--- src/rtl/decoder_3x8_stream_pkg.sv ---
// Shared types and decode helpers for decoder_3x8_stream.
// Codes and one-hot vectors are carried at a fixed maximum width so that
// callers with any IN_W <= MAX_IN_W can use the helpers and cast down.
package decoder_pkg;

  localparam int unsigned MAX_IN_W = 8;
  localparam int unsigned MAX_OUT  = 2 ** MAX_IN_W;

  typedef enum logic [0:0] {
    IDLE = 1'b0,
    SCAN = 1'b1
  } state_t;

  function automatic logic code_legal(input logic [MAX_IN_W-1:0] code,
                                      input int unsigned num_out);
    return (32'(code) < num_out);
  endfunction

  // One-hot select for a legal code, all zeros for an illegal one.
  function automatic logic [MAX_OUT-1:0] onehot_of(input logic [MAX_IN_W-1:0] code,
                                                   input int unsigned num_out);
    logic [MAX_OUT-1:0] r;
    r = '0;
    if (code_legal(code, num_out)) r = MAX_OUT'(1) << code;
    return r;
  endfunction

endpackage

--- src/rtl/decoder_3x8_stream_if.sv ---
// Handshake bundle for decoder_3x8_stream.
// DECODER_RANGE_ERR_EN adds out_err to the bundle and both modports.
interface decoder_3x8_stream_if #(
  parameter int unsigned IN_W    = 3,
  parameter int unsigned NUM_OUT = 8
);

  logic               in_valid;
  logic               in_ready;
  logic [IN_W-1:0]    in_code;
  logic               scan_start;
  logic               scan_busy;
  logic               out_valid;
  logic               out_ready;
  logic [NUM_OUT-1:0] out_onehot;
  logic [IN_W-1:0]    out_code;
`ifdef DECODER_RANGE_ERR_EN
  logic               out_err;
`endif

  modport master (
    output in_valid, in_code, scan_start, out_ready,
    input  in_ready, scan_busy, out_valid, out_onehot, out_code
`ifdef DECODER_RANGE_ERR_EN
    , input out_err
`endif
  );

  modport slave (
    input  in_valid, in_code, scan_start, out_ready,
    output in_ready, scan_busy, out_valid, out_onehot, out_code
`ifdef DECODER_RANGE_ERR_EN
    , output out_err
`endif
  );

endinterface

--- src/rtl/decoder_3x8_stream_out_slice.sv ---
// Single-entry valid/ready register slice for decoder results.
// The caller only asserts load when slot_free is high.
module dec_out_slice #(
  parameter int unsigned W = 11
) (
  input  logic         clk,
  input  logic         rst,
  input  logic         load,
  input  logic [W-1:0] d,
  input  logic         out_ready,
  output logic         out_valid,
  output logic [W-1:0] q,
  output logic         slot_free
);

  assign slot_free = !out_valid || out_ready;

  // Hold one result; a drain without reload clears valid but keeps the data.
  always_ff @(posedge clk or posedge rst) begin
    if (rst) begin
      out_valid <= 1'b0;
      q         <= '0;
    end else if (load) begin
      out_valid <= 1'b1;
      q         <= d;
    end else if (out_ready) begin
      out_valid <= 1'b0;
    end
  end

endmodule

--- src/rtl/decoder_3x8_stream.sv ---
// Registered binary-to-one-hot decoder with valid/ready on both sides and a
// self-driven scan that walks every legal one-hot pattern in ascending order.
// Optional macro DECODER_RANGE_ERR_EN: illegal codes produce an error result
// (out_onehot=0, out_err=1) instead of being silently consumed.
module decoder_3x8_stream
  import decoder_pkg::*;
#(
  parameter int unsigned IN_W    = 3,
  parameter int unsigned NUM_OUT = 8
) (
  input logic                 clk,
  input logic                 rst,
  decoder_3x8_stream_if.slave bus
);

`ifdef DECODER_RANGE_ERR_EN
  localparam int unsigned SW = NUM_OUT + IN_W + 1;
`else
  localparam int unsigned SW = NUM_OUT + IN_W;
`endif
  localparam logic [IN_W-1:0] LAST_CODE = IN_W'(NUM_OUT - 1);

  state_t             state_q, state_d;
  logic [IN_W-1:0]    cnt_q, cnt_d;
  logic               slot_free;
  logic               in_ready_c;
  logic               load;
  logic [IN_W-1:0]    ld_code;
  logic [NUM_OUT-1:0] ld_onehot;
  logic [SW-1:0]      slice_d, slice_q;

  // State and scan counter registers.
  always_ff @(posedge clk or posedge rst) begin
    if (rst) begin
      state_q <= IDLE;
      cnt_q   <= '0;
    end else begin
      state_q <= state_d;
      cnt_q   <= cnt_d;
    end
  end

  // Next state, input acceptance and slice load selection.
  always_comb begin
    state_d    = state_q;
    cnt_d      = cnt_q;
    in_ready_c = 1'b0;
    load       = 1'b0;
    ld_code    = bus.in_code;
    unique case (state_q)
      IDLE: begin
        in_ready_c = slot_free && !bus.scan_start;
        if (bus.scan_start) begin
          state_d = SCAN;
          cnt_d   = '0;
        end else if (bus.in_valid && in_ready_c) begin
`ifdef DECODER_RANGE_ERR_EN
          load = 1'b1;
`else
          // Illegal codes complete the handshake but produce no result.
          load = code_legal(MAX_IN_W'(bus.in_code), NUM_OUT);
`endif
        end
      end
      SCAN: begin
        if (slot_free) begin
          load    = 1'b1;
          ld_code = cnt_q;
          cnt_d   = cnt_q + IN_W'(1);
          if (cnt_q == LAST_CODE) begin
            state_d = IDLE;
            cnt_d   = '0;
          end
        end
      end
      default: state_d = IDLE;
    endcase
  end

  assign ld_onehot = NUM_OUT'(onehot_of(MAX_IN_W'(ld_code), NUM_OUT));

`ifdef DECODER_RANGE_ERR_EN
  assign slice_d     = {!code_legal(MAX_IN_W'(ld_code), NUM_OUT), ld_onehot, ld_code};
  assign bus.out_err = slice_q[SW-1];
`else
  assign slice_d = {ld_onehot, ld_code};
`endif

  dec_out_slice #(.W(SW)) u_slice (
    .clk       (clk),
    .rst       (rst),
    .load      (load),
    .d         (slice_d),
    .out_ready (bus.out_ready),
    .out_valid (bus.out_valid),
    .q         (slice_q),
    .slot_free (slot_free)
  );

  assign bus.in_ready   = in_ready_c;
  assign bus.scan_busy  = (state_q == SCAN);
  assign bus.out_onehot = slice_q[IN_W +: NUM_OUT];
  assign bus.out_code   = slice_q[IN_W-1:0];

endmodule

--- src/flat_wrapper.sv ---
// flat-port wrapper written by rule: the top's interface ports become plain ports
module decoder_3x8_stream_flat import decoder_pkg::*;
#(
  parameter int unsigned IN_W    = 3,
  parameter int unsigned NUM_OUT = 8
)
  (clk, rst, bus_in_valid, bus_in_code, bus_scan_start, bus_out_ready, bus_in_ready, bus_scan_busy, bus_out_valid, bus_out_onehot, bus_out_code);
  decoder_3x8_stream_if #(.IN_W(IN_W), .NUM_OUT(NUM_OUT)) bus_i ();
  input logic clk;
  input logic rst;
  input wire logic [$bits(bus_i.in_valid)-1:0] bus_in_valid;
  input wire logic [$bits(bus_i.in_code)-1:0] bus_in_code;
  input wire logic [$bits(bus_i.scan_start)-1:0] bus_scan_start;
  input wire logic [$bits(bus_i.out_ready)-1:0] bus_out_ready;
  output wire logic [$bits(bus_i.in_ready)-1:0] bus_in_ready;
  output wire logic [$bits(bus_i.scan_busy)-1:0] bus_scan_busy;
  output wire logic [$bits(bus_i.out_valid)-1:0] bus_out_valid;
  output wire logic [$bits(bus_i.out_onehot)-1:0] bus_out_onehot;
  output wire logic [$bits(bus_i.out_code)-1:0] bus_out_code;
  assign bus_i.in_valid = bus_in_valid;
  assign bus_i.in_code = bus_in_code;
  assign bus_i.scan_start = bus_scan_start;
  assign bus_i.out_ready = bus_out_ready;
  assign bus_in_ready = bus_i.in_ready;
  assign bus_scan_busy = bus_i.scan_busy;
  assign bus_out_valid = bus_i.out_valid;
  assign bus_out_onehot = bus_i.out_onehot;
  assign bus_out_code = bus_i.out_code;
  decoder_3x8_stream #(.IN_W(IN_W), .NUM_OUT(NUM_OUT)) u_core (.clk(clk), .rst(rst), .bus(bus_i));
endmodule
--- config.mk ---
export PLATFORM = sky130hd
export DESIGN_NAME = decoder_3x8_stream_flat
export DESIGN_NICKNAME = d
export VERILOG_FILES = /design/src/rtl/decoder_3x8_stream_pkg.sv /design/src/rtl/decoder_3x8_stream_if.sv /design/src/rtl/decoder_3x8_stream_out_slice.sv /design/src/rtl/decoder_3x8_stream.sv /design/src/flat_wrapper.sv
export SDC_FILE = /design/constraint.sdc
export NUM_CORES = 1
export LEC_CHECK = 0
export ABC_AREA = 1
export CELL_PAD_IN_SITES_DETAIL_PLACEMENT = 1
export CELL_PAD_IN_SITES_GLOBAL_PLACEMENT = 1
export CORE_MARGIN = 5
export CORE_UTILIZATION = 33
export CTS_CLUSTER_SIZE = 8
export DETAILED_ROUTE_END_ITERATION = 7
export PLACE_DENSITY_LB_ADDON = 0.12
export SLEW_MARGIN = 25
export SYNTH_ARGS = -nofsm -noshare
export SYNTH_HDL_FRONTEND = slang
export SYNTH_HIERARCHICAL = 1
export SYNTH_SLANG_ARGS = --single-unit
--- constraint.sdc ---
create_clock -name clk -period 1.65 [get_ports clk]
set_clock_uncertainty 0.2 [all_clocks]
set_input_delay 0.2475 -clock clk [delete_from_list [all_inputs] [get_ports clk]]
set_output_delay 0.2475 -clock clk [all_outputs]
set_load 0.005 [all_outputs]
==> results of run 1 <==
cells in the mapped netlist:
master	n
sky130_fd_sc_hd__a21oi_1	1
sky130_fd_sc_hd__buf_4	1
sky130_fd_sc_hd__buf_6	1
sky130_fd_sc_hd__dfrtp_1	16
sky130_fd_sc_hd__ha_1	2
sky130_fd_sc_hd__inv_1	11
sky130_fd_sc_hd__inv_2	3
sky130_fd_sc_hd__nand2_1	47
sky130_fd_sc_hd__nand2_2	1
sky130_fd_sc_hd__nand2_4	1
sky130_fd_sc_hd__nand3_1	2
sky130_fd_sc_hd__nor2_1	10
sky130_fd_sc_hd__o21ai_0	3
sky130_fd_sc_hd__o21ai_2	2
sky130_fd_sc_hd__o21ai_4	1
sky130_fd_sc_hd__o22ai_1	1
registers in the layout (all words and copies together), names as in the netlist:
signal and count:
u_core/bus.scan_busy 1, u_core/cnt_q 3, u_core/u_slice/out_valid 1, u_core/u_slice/q 11
layer usage:
layer  part of all wire  wire length [microns]  track usage  up-vias
li1                   -                      -            -      382
met1               0.44                    890        0.159      354
met2               0.50                   1020        0.231       14
met3              0.049                     99       0.0327        2
met4             0.0084                     17       0.0485        0
met5                  0                      0            0        -
power groups by stage:
stage                     clock network [mW]  logic, mW  registers (mW)
after floorplan                            0      0.443           0.664
after detailed placement                   0      0.866           0.665
after CTS                              0.279      0.894           0.651
after global routing                   0.300       1.06           0.667
after global placement                     0      0.845           0.656
final                                  0.259      0.947           0.645
kinds of logic (layout without fill, tap and decap cells):
kind of cell    count (synthesis)  after routing
fa+ha+maj                       2              2
simple gates                   61             61
buf+inv                        16             53
flops                          16             16
compound gates                  8              8
worst paths after layout:
path                                           from                   end  slack (ns)  depth (start not counted)
max                        u_core/u_slice/out_valid         bus_out_valid        0.06                          1
min                             u_core/u_slice/q[1]   u_core/u_slice/q[1]        0.28                          2
max reg2reg                u_core/u_slice/out_valid  u_core/u_slice/q[10]        0.18                         10
min reg2reg                     u_core/u_slice/q[1]   u_core/u_slice/q[1]        0.28                          2
max in group asynchronous                       rst  u_core/u_slice/q[10]        0.29                          3
min in group asynchronous                       rst  u_core/bus.scan_busy        0.54                          3
cell type report:
cell class	instances	area, sq um	area share
multi-input combinational	71	338	0.281
tap	28	35.0	0.0291
inverter	14	52.6	0.0437
timing repair buffer	35	339	0.282
sequential	16	402	0.334
clock buffer	4	36.3	0.0302
through the flow:
stage | power, mW | TNS (ns) | hold WS, ns
after floorplan | 1.11 | 0 | -0.186
after global placement | 1.50 | -2.05 | 0.255
after detailed placement | 1.53 | -2.64 | 0.261
after CTS | 1.82 | 0 | 0.286
after global routing | 2.03 | -0.0117 | 0.316
final | 1.85 | 0 | 0.279
repair_timing:
| action | CTS | global route |
|---|---|---|
| resized for setup | 2 | 14 |
| hold buffers | 1 | 0 |
| hold endpoints to repair | 4 | 0 |
| pin swaps | 0 | 1 |
| setup endpoints to repair | 2 | 17 |
| setup buffers | 1 | 6 |
==> out/qor.log, run 1 <==
[yosys] largest area contributor in the netlist sky130_fd_sc_hd__dfrtp_1
[final_layout] fraction of layout instances using a drive strength above 1 0.200
[hold_path] path category of the worst min-delay check reg -> reg
[power_and_ir_drop] part of the total power dissipated in combinational logic 0.512
[final_layout] final cell count without fillers 168
[sta] final critical-path setup slack 0.0566 ns
[placement] Place WS -0.270 ns
[global_routing] global-route wire length before repair 3.56 mm
[final_layout] final cell utilization of the core 0.533
[final_layout] commonest cells after routing, fill and taps aside sky130_fd_sc_hd__nand2_1 (46), sky130_fd_sc_hd__dfrtp_1 (15), sky130_fd_sc_hd__buf_4 (12)
[routing] average routed wire per standard cell 12.1 microns
[floorplanning] number of placement rows 17
[final_layout] area of all placed cells without fillers 0.00120 sq mm
[clocking] maximum number of buffers from clock root to sink 2
[placement] placed cell count 156
[global_routing] all-layer global routing usage 0.134
[power_and_ir_drop] share of power burned in registers 0.348
[clocking] Clk Tree Root Cell sky130_fd_sc_hd__clkbuf_4
[final_layout] number of diodes added for antenna fixing 0
[floorplanning] number of I/O pins 22
[yosys] area share of the largest cell type after synthesis 0.502
[critical_path] type of destination of the critical path output pin
[routing] drt pass-1 iters 4
[yosys] Gate Count Post-Synth 103
[final_layout] filler cell count 285
[critical_path] CP cell instances clkdlybuf4s50_1
[placement] IO buf count 21
[power_and_ir_drop] clock group share of total power 0.140
[power_and_ir_drop] switching fraction of total power 0.363
[critical_path] CP max stage cell sky130_fd_sc_hd__clkdlybuf4s50_1
[critical_path] gate family responsible for the most delay along the worst path buffers and inverters
[yosys] share of synthesized area occupied by flip-flops and latches 0.502
[critical_path] required time at the endpoint of the critical path 1.20 ns
[yosys] post-synthesis net count 113
[yosys] mux cell area share after synthesis 0
[sta] Tightest Pin Transition 0.450 ns
[final_layout] Layout Area Growth over Synthesis 50.6%
[sta] Max Transition Viols Final 0
[placement] estimated wirelength of the detail-placed design 1.46 mm
[global_routing] largest net degree at the start of global routing 13
[floorplanning] die outline height 59.2 microns
[floorplanning] Chip Width 59.2 microns
[clocking] Clk pin slew, worst setup/hold paths 0.09 ns
[global_routing] number of global-route vias before repair 820
[sta] final-report setup violation count 0
[power_and_ir_drop] internal power consumption 1.18 mW
[yosys] Syn Std Cell Area 798 sq um
[critical_path] Critical Path AT 1.15 ns
[sta] endpoints failing hold 0
[clocking] # clock sinks 16
[yosys] Synth area leaders sky130_fd_sc_hd__dfrtp_1 (50%), sky130_fd_sc_hd__nand2_1 (22%), sky130_fd_sc_hd__inv_1 (5.2%)
[yosys] synthesized area per cell 7.75 sq um
[global_routing] initial antenna violation count 0
[run] number of max-cap violations 0
[power_and_ir_drop] P per Cell Area 1540 mW/mm^2
[yosys] Yosys warning count 6
[floorplanning] Die Footprint 0.00350 sq mm
[sta] slew margin rel. 0.700
[critical_path] Startpoint Class flip-flop
[critical_path] Crit path largest cell delay 0.50 ns
[clocking] latest clock arrival within the worst-skew pair 0.28 ns
[routing] vias per cell 4.48
[critical_path] kind of critical path reg -> out
[sta] Tcrit/Tclk final 0.966
[routing] total via count in the routed design 752
[final_layout] leading cell type in the layout, fill and taps excluded sky130_fd_sc_hd__nand2_1
[yosys] parity-gate share of the synthesized area counting xor and xnor cells 0
[clocking] Clock H-tree levels 1
[yosys] share of the synthesized area in compound gates (AO/OA/AOI/OAI) 0.0752
[placement] placement-stage cell area 0.00107 sq mm
[yosys] Synth Area in Adders 0.0313
[global_routing] Congestion Overflow GR 0
[routing] remaining design rule violation count 0
[yosys] largest family of logic cells by synthesized area simple AND/OR/NAND/NOR gates
[floorplanning] area inside the core boundary 0.00225 sq mm
[placement] global placer's final weighted congestion 0.776
[final_layout] number of nets in the final layout 151
[outcome] outcome finished clean
[routing] Detailed Route Iter0 Violations 13
[power_and_ir_drop] switching power summed over all nets 672 uW
[clocking] TritonCTS Buffers 3
[sta] maximum clock frequency 628 MHz
[sta] Final Critical Period 1.59 ns
[critical_path] Max FO, Critical Path 2
[floorplanning] initial standard-cell utilization of the core 0.354
[power_and_ir_drop] Max VDD drop 0.773 mV
[yosys] simple-gate portion of the synthesized area 0.303
[power_and_ir_drop] leakage power of the design 0.752 nW
[yosys] distinct cell type count of the synthesized netlist 16
[routing] routed wire length 2.03 mm
[clocking] TritonCTS clock tree built
[yosys] Seq cells post-synth 16
[routing] post-route antenna net violation count 0
[critical_path] critical path buffer and inverter count 1
[sta] unrepaired setup endpoints after global routing true
Note: power is estimated with default switching activity, not from simulation.
==> run 2, diff against run 1 <==
--- a/config.mk
+++ b/config.mk
@@ -7,9 +7,9 @@
 export LEC_CHECK = 0
 export ABC_AREA = 1
 export CELL_PAD_IN_SITES_DETAIL_PLACEMENT = 1
-export CELL_PAD_IN_SITES_GLOBAL_PLACEMENT = 1
+export CELL_PAD_IN_SITES_GLOBAL_PLACEMENT = 2
 export CORE_MARGIN = 5
-export CORE_UTILIZATION = 33
+export CORE_UTILIZATION = 25
 export CTS_CLUSTER_SIZE = 8
 export DETAILED_ROUTE_END_ITERATION = 7
 export PLACE_DENSITY_LB_ADDON = 0.12
==> constraint.sdc (replaced) <==
create_clock -name clk -period 1.47 [get_ports clk]
set_clock_uncertainty 0.2 [all_clocks]
set_input_delay 0.2205 -clock clk [delete_from_list [all_inputs] [get_ports clk]]
set_output_delay 0.2205 -clock clk [all_outputs]
set_load 0.005 [all_outputs]
==> run 2 against run 1 <==
  * Combinational power rose by 19%
  * Non-clock buffer count rose by 2
  * First-iteration DRC count did not move
  * Flip-flop and latch count did not move
  * Setup slack got worse by 0.057 ns
  * Register-to-register slack got worse by 0.18 ns
  * Total power rose by 15%
  * Critical path type is now reg -> reg
  * Sequential power rose by 11%
  * Hold slack got worse by 0.019 ns
  * Critical endpoint is now u_core/u_slice/q[7]
  * Final cell count rose by 11%
  * Utilization fell by 12 points
  * The flow now finishes with violations (setup timing)
  * Count of clock-buffer cells in the layout did not move
==> out/qor.log, run 2 (synthesis results as in run 1) <==
[outcome] outcome finished with violations
[outcome] failing checks setup timing
[sta] maximum clock frequency 680 MHz
[clocking] latest clock arrival within the worst-skew pair 0.29 ns
[critical_path] Max FO, Critical Path 5
[critical_path] Startpoint Class flip-flop
[power_and_ir_drop] leakage power of the design 0.698 nW
[power_and_ir_drop] Pwr Total 2.14 mW
[sta] final critical-path setup slack -0.000659 ns
[floorplanning] initial standard-cell utilization of the core 0.261
[routing] total via count in the routed design 758
[final_layout] most flop-heavy register u_core/u_slice/q
[floorplanning] Die Footprint 0.00442 sq mm
[final_layout] final cell utilization of the core 0.413
[final_layout] number of flip-flops under the largest register name 11
[power_and_ir_drop] Max VDD drop 0.678 mV
[sta] Final Critical Period 1.47 ns
[final_layout] number of diodes added for antenna fixing 0
[global_routing] global-route wire length before repair 3.55 mm
[clocking] # clock sinks 16
[sta] unrepaired setup endpoints after global routing true
[final_layout] registers with the highest flip-flop counts u_core/u_slice/q: 11 flops, u_core/cnt_q: 3 flops
[hold_path] path category of the worst min-delay check in -> reg
[sta] endpoints failing hold 0
[floorplanning] Chip Width 66.5 microns
[sta] Tightest Pin Transition 0.241 ns
[clocking] Clk Tree Root Cell sky130_fd_sc_hd__clkbuf_4
[placement] IO buf count 21
[placement] estimated wirelength of the detail-placed design 1.54 mm
[floorplanning] die outline height 66.5 microns
[sta] slew margin rel. 0.838
[critical_path] kind of critical path reg -> reg
[final_layout] Layout Area Growth over Synthesis 57.8%
[final_layout] fraction of layout instances using a drive strength above 1 0.280
[clocking] TritonCTS Buffers 3
[final_layout] leading cell type in the layout, fill and taps excluded sky130_fd_sc_hd__nand2_1
[clocking] Clk pin slew, worst setup/hold paths 0.09 ns
[routing] Detailed Route Iter0 Violations 13
[global_routing] Congestion Overflow GR 0
[critical_path] required time at the endpoint of the critical path 1.46 ns
[final_layout] area of all placed cells without fillers 0.00126 sq mm
[global_routing] largest net degree at the start of global routing 13
[clocking] TritonCTS clock tree built
[global_routing] all-layer global routing usage 0.108
[global_routing] number of global-route vias before repair 814
[routing] average routed wire per standard cell 10.6 microns
[routing] drt pass-1 iters 2
[clocking] Clock H-tree levels 1
[sta] final-report setup violation count 1
[clocking] maximum number of buffers from clock root to sink 2
[sta] worst hold margin 0.260 ns
[routing] routed wire length 1.98 mm
[floorplanning] area inside the core boundary 0.00305 sq mm
[placement] Place WS -0.372 ns
[power_and_ir_drop] P per Cell Area 1690 mW/mm^2
[floorplanning] number of I/O pins 22
[sta] Max Transition Viols Final 0
[sta] Tcrit/Tclk final 1.00
[global_routing] initial antenna violation count 0
[routing] post-route antenna net violation count 0
[critical_path] Critical Path AT 1.46 ns
[run] number of max-cap violations 0
[routing] remaining design rule violation count 0
[placement] global placer's final weighted congestion 0.789
[routing] vias per cell 4.05
[critical_path] type of destination of the critical path flip-flop
[final_layout] number of nets in the final layout 154
[final_layout] commonest cells after routing, fill and taps aside sky130_fd_sc_hd__nand2_1 (40), sky130_fd_sc_hd__dfrtp_1 (16), sky130_fd_sc_hd__dlygate4sd2_1 (14), sky130_fd_sc_hd__buf_4 (14), sky130_fd_sc_hd__inv_1 (11)
[floorplanning] number of placement rows 20
[critical_path] slack of the worst reg-to-reg path -0.0007 ns
[placement] placement-stage cell area 0.00111 sq mm
## run 2: changes by cell type in the layout (fill, tap and decap cells not counted), moves of 2 or more
| cell | previous run | this run |
|---|---|---|
| sky130_fd_sc_hd__buf_4 | 12 | 14 |
| sky130_fd_sc_hd__clkdlybuf4s50_1 | 11 | 6 |
| sky130_fd_sc_hd__dlygate4sd2_1 | 0 | 14 |
| sky130_fd_sc_hd__dlymetal6s2s_1 | 9 | 0 |
| sky130_fd_sc_hd__nand2_1 | 46 | 40 |
| sky130_fd_sc_hd__nand2_2 | 2 | 5 |
| sky130_fd_sc_hd__nand2_4 | 0 | 4 |
| sky130_fd_sc_hd__nor2_1 | 10 | 7 |
| sky130_fd_sc_hd__nor2_2 | 0 | 3 |
## run 2: final timing paths
check	from	to	cells past startpoint
min reg2reg	u_core/u_slice/q[4]	u_core/u_slice/q[4]	2
min in group asynchronous	rst	u_core/bus.scan_busy	3
max	u_core/u_slice/out_valid	u_core/u_slice/q[7]	8
max reg2reg	u_core/u_slice/out_valid	u_core/u_slice/q[7]	8
min	bus_out_ready	u_core/u_slice/out_valid	5
max in group asynchronous	rst	u_core/u_slice/q[2]	4
## run 2: cell type report
class | instances | area [sq um]
Clock buffer | 4 | 36.3
Fill cell | 385 | 1790
Inverter | 14 | 55.1
Multi-Input combinational cell | 72 | 399
Sequential cell | 16 | 400
Tap cell | 44 | 55.1
Timing Repair Buffer | 37 | 314
## run 2: worst max-delay path: stages, from the launching register on
cell and delay, ns:
sky130_fd_sc_hd__dfrtp_1 0.39, sky130_fd_sc_hd__nand2_2 0.08, sky130_fd_sc_hd__buf_6 0.14, sky130_fd_sc_hd__nand2_8 0.09, sky130_fd_sc_hd__o21ai_4 0.17, sky130_fd_sc_hd__buf_4 0.14, sky130_fd_sc_hd__nor2_1 0.04, sky130_fd_sc_hd__nand2_1 0.07
sky130_fd_sc_hd__nand2_1 0.05
## run 2: where the power goes
part | switching, mW | total [mW] | internal (mW)
clock | 0.140 | 0.291 | 0.151
combinational | 0.578 | 1.13 | 0.549
sequential | 0.101 | 0.717 | 0.616
total | 0.819 | 2.14 | 1.32
## run 2: per-layer routing
layer | routed length [microns] | GRT usage | up-vias
li1 | - | - | 389
met1 | 839 | 0.114 | 354
met2 | 1030 | 0.196 | 11
met3 | 81 | 0.0388 | 4
met4 | 20 | 0.0381 | 0
met5 | 0 | 0 | -
## run 2: repair_timing
action | 4_1_cts | 5_1_grt
setup buffers | 4 | 2
endpoints found under the hold margin | 4 | 0
setup endpoints to repair | 24 | 14
pin swaps | 7 | 13
hold buffers | 1 | 0
cloned | 1 | 0
resized for setup | 21 | 16
## run 2: stage by stage
stage,TNS [ns],cells
after global routing,-0.671,187
final,-0.000659,187
after floorplan,0,103
after CTS,0,185
after global placement,-4.96,175
after detailed placement,-5.36,175
